**src/rtl/mac_32.sv**
```systemverilog
// rtl/mac_32.sv - 32x32 unsigned multiply-accumulate with a 64-bit running sum
module mac_32 (
  input  logic        clk,
  input  logic        reset,
  input  logic [31:0] A,
  input  logic [31:0] B,
  output logic [63:0] accumulator
);

  logic [63:0] acc_q;
  logic [63:0] prod;
  logic [63:0] acc_next;

  // Full-width product: widen both operands so nothing is truncated.
  assign prod = 64'(A) * 64'(B);

  always_comb begin
    acc_next = acc_q + prod;
    if (reset) begin
      acc_next = 64'd0;
    end
  end

  // Output carries the current cycle's product with zero latency.
  assign accumulator = acc_next;

  always_ff @(posedge clk) begin
    acc_q <= acc_next;
  end

endmodule

```
**config.mk**
```make
export PLATFORM = sky130hd
export DESIGN_NAME = mac_32
export DESIGN_NICKNAME = d
export VERILOG_FILES = /design/src/rtl/mac_32.sv
export SDC_FILE = /design/constraint.sdc
export NUM_CORES = 2
export LEC_CHECK = 0
export ABC_AREA = 1
export BUFFER_PORTS_ARGS = -buffer_cell sky130_fd_sc_hd__buf_2
export CAP_MARGIN = 15
export CORE_ASPECT_RATIO = 0.75
export CORE_MARGIN = 3
export CORE_UTILIZATION = 52
export DETAILED_ROUTE_END_ITERATION = 8
export PLACE_DENSITY_LB_ADDON = 0.15
export SYNTH_ARGS = -nofsm -noshare
export SYNTH_HDL_FRONTEND = slang
export SYNTH_SLANG_ARGS = --single-unit
export TNS_END_PERCENT = 50
```
**constraint.sdc**
```tcl
create_clock -name clk -period 14.6 [get_ports clk]
set_input_delay 2.92 -clock clk [delete_from_list [all_inputs] [get_ports clk]]
set_output_delay 2.92 -clock clk [all_outputs]
set_load 0.05 [all_outputs]
```
==> summary.md <==
| Metric | Value |
|---|---|
| Status | `complete, no violations` |
| Yosys warning count | `0` |
| Area of the multi-input gates | `0.02987 mm^2` |
| WL/cell | `18.01 um` |
| Largest register FFs | `64` |
| Area contributors post-synth | `fa_1 50%, inv_1 17%, nand2_1 15%` |
| GRT Overall Usage | `29.73%` |
| I/O pin cnt | `130` |
| R2R cell count | `21` |
| Type of the worst setup path | `input pin to primary output` |
| Post-layout nets | `~6,400` |
| Setup violators final | `0` |
| Mapped Nets | `around 6,400` |
| Initial antenna violation count | `1` |
| Number of global-route vias before repair | `31,536` |
| Total Wirelength | `110,000 um` |
| Top routing layer used | `met4` |
| Fill count | `between 7,000 and 8,000` |
| Post-CTS Resized | `0` |
| IO Port Bufs | `129` |
| R2r endpoint | `acc_q[34]` |
| Remaining Overflow, GRT | `0` |
| Seq/Total Area, Yosys | `3.315%` |
| Initial core utilization | `between 50% and 60%` |
| CTS tree | `done` |
| Core Box Area | `0.07264 mm^2` |
| Slew headroom | `between 30% and 40%` |
| Initial drt markers | `2,485` |
| Top delay family on crit path | `adder cells` |
| Ys flop type | `dfxtp_1` |
| Met1 Routed Length | `52,650 um` |
| Area Growth Syn to Fin | `4.163%` |
| RSZ-0062 raised after global routing | `false` |
| Gpl congestion | `about 0.96` |
| Crit path required time | `between 10 and 15 ns` |
| Clock Latency Late Sink | `0.37 ns` |
| Unique masters post-synth | `30` |
| Pre-Repair DR Iteration Count | `5` |
| Post-DRT Antenna Nets | `0` |
| Largest registers | `acc_q: 64 flops` |
| Post-Syn Area | `0.03865 mm^2` |
| Final count of hold timing violations | `0` |
| Worst Skew | `0.01709 ns` |
| CP arrival | `10.41 ns` |
| Final worst-path cycle share | `approximately nine tenths` |
| CP peak stage delay | `around 0.55 ns` |
| Clock Tree Buf Depth | `2` |
| Final Max Tran Viols | `0` |
| Via count | `around 30,000` |
| Measured slew at the worst slew-check pin | `0.9033 ns` |
| Max-cap violations | `0` |
| Worst Hold Path EP | `acc_q[0]` |
| Number of buffers created by CTS | `9` |
| Number of flops mapped to enable cells by yosys | `0` |
| Cells after Synth | `5,175` |
| CP Launch Type | `input pin` |
| # rows | `85` |
| First-pass GRT wire length | `between 150,000 and 200,000 um` |
| Root Buffer | `clkbuf_16` |
| Post-CTS setup repair buffer count | `0` |
| Fraction of registers with async set/reset | `0%` |
| Pin count of the biggest net entering global routing | `47` |
| Critical path peak fanout | `32` |
| Largest reg by FF count | `acc_q` |
| Met3 WL | `12,890 um` |
| CTS Hold Buffers Added | `0` |
| CTS Sinks | `64` |
| DR vias/cell | `4.947` |
| DIE HEIGHT | `between 200 and 250 um` |
| Hold path depth | `3` |
| Register Area | `0.001281 mm^2` |
| Met2 wire len | `around 43,000 um` |
| Critical path capture point type | `primary output` |
| Hold_sp | `acc_q[0]` |
| Reg2Reg Setup Slack | `7.61 ns` |
| Buf+Inv Stages, Crit Path | `8` |
| DP HPWL | `~95,000 um` |
| Max Fclk | `about 75 MHz` |
| Die Footprint | `approximately 0.078 mm^2` |
| Crit-path slowest cell | `buf_2` |
| Die Wd | `between 300 and 400 um` |
| Post-layout min period | `roughly 13 ns` |
| Post-synthesis register bit count | `64` |
| Setup TNS | `0 ns` |
| Largest area contributor in the netlist | `fa_1` |
| HP Class | `flip-flop to flip-flop` |
| Clock-pin transition on the worst setup and hold timing paths | `about 0.060 ns` |
| Crit-path most repeated cell | `fa_1` |
| H-tree levels | `3` |
| R2R Path Start | `acc_q[31]` |
| Yosys top cell area share | `roughly half` |
| Synthesized area per cell | `7.469 um^2` |
| DR DRC count | `0` |
| Layout cells sized above 1 | `3.807%` |
-- cells in the mapped netlist (12+ instances only) --
cell      count
xnor2_1      12
nand2_1    1541
a21oi_1      93
inv_1      1797
nand3_1      48
ha_1        243
nor2_1      134
clkbuf_1    195
o21ai_0      32
dfxtp_1      64
fa_1        959
-- layout make-up --
class                      count  area share, %
timing repair buffer         155          2.088
multi-input combinational   3112          74.18
clock buffer                  13         0.6215
tap                          957          2.974
clock inverter                 3         0.1616
antenna                        1       0.006215
inverter                    1801          16.79
sequential                    64          3.182
-- worst min-delay path, delay by kind of cell, from the launching register on --
kind                       cells  cell delay, ns
adders and majority gates      1            0.12
buffers and inverters          1            0.03
DFF                            1            0.31
and+or+nand+nor                1            0.09
-- layer usage --
metal / vias to the layer above / global-route usage (%)
li1: 13953 / -
met1: 14885 / 47.18
met2: 1297 / 40.86
met3: 71 / 8.603
met4: 0 / 4.226
met5: - / 0
-- worst max-delay path by stage --
stage | from | end | slack [ns] | cells past startpoint
2_1_floorplan | B[0] | accumulator[24] | 2.33 | 26
3_3_place_gp | B[0] | accumulator[40] | 1.35 | 27
3_5_place_dp | B[0] | accumulator[40] | 1.34 | 28
4_1_cts | B[0] | accumulator[40] | 1.31 | 27
5_1_grt | B[0] | accumulator[40] | 0.80 | 27
6_report | B[0] | accumulator[40] | 1.27 | 27
-- cell usage in the layout, fill, tap and decap left out, types with 5 or more instances in the layout --
cell type | Yosys | layout
o21bai_1 | 7 | 7
fa_1 | 959 | 959
inv_1 | 1797 | 1797
buf_2 | 3 | 129
dfxtp_1 | 64 | 64
clkbuf_16 | 0 | 9
a21oi_1 | 93 | 93
buf_4 | 0 | 26
nand2_1 | 1541 | 1541
nand3_2 | 5 | 5
nand3_1 | 48 | 48
ha_1 | 243 | 243
xnor2_1 | 12 | 12
nand2_2 | 7 | 7
nor2_1 | 134 | 134
nor2_2 | 7 | 7
o21ai_0 | 32 | 32
-- logic make-up after synthesis --
family,after synthesis,share of synthesized area (%)
buffers and inverters,1999,19.42
XOR/XNOR,13,0.2946
flip-flops,64,3.315
AND/OR/NAND/NOR,1761,17.62
AO/OA/AOI/OAI,136,1.819
adder cells (fa/ha/maj),1202,57.53
-- stage by stage --
step	instances	setup WS (ns)	utilization [%]	area, um^2	hold WS, ns
6_report	6106	1.265	55.43	40260	0.5973
5_1_grt	6105	0.8008	55.43	40260	0.6575
4_1_cts	6105	1.314	55.43	40260	0.6006
3_5_place_dp	6089	1.344	54.99	39950	0.5851
3_3_place_gp	6089	1.350	54.99	39950	0.5741
2_1_floorplan	5175	2.328	-	38650	0.8701
Power is not shown: default switching activity piles up to over one toggle a cycle in this logic, so the estimate is an artifact.
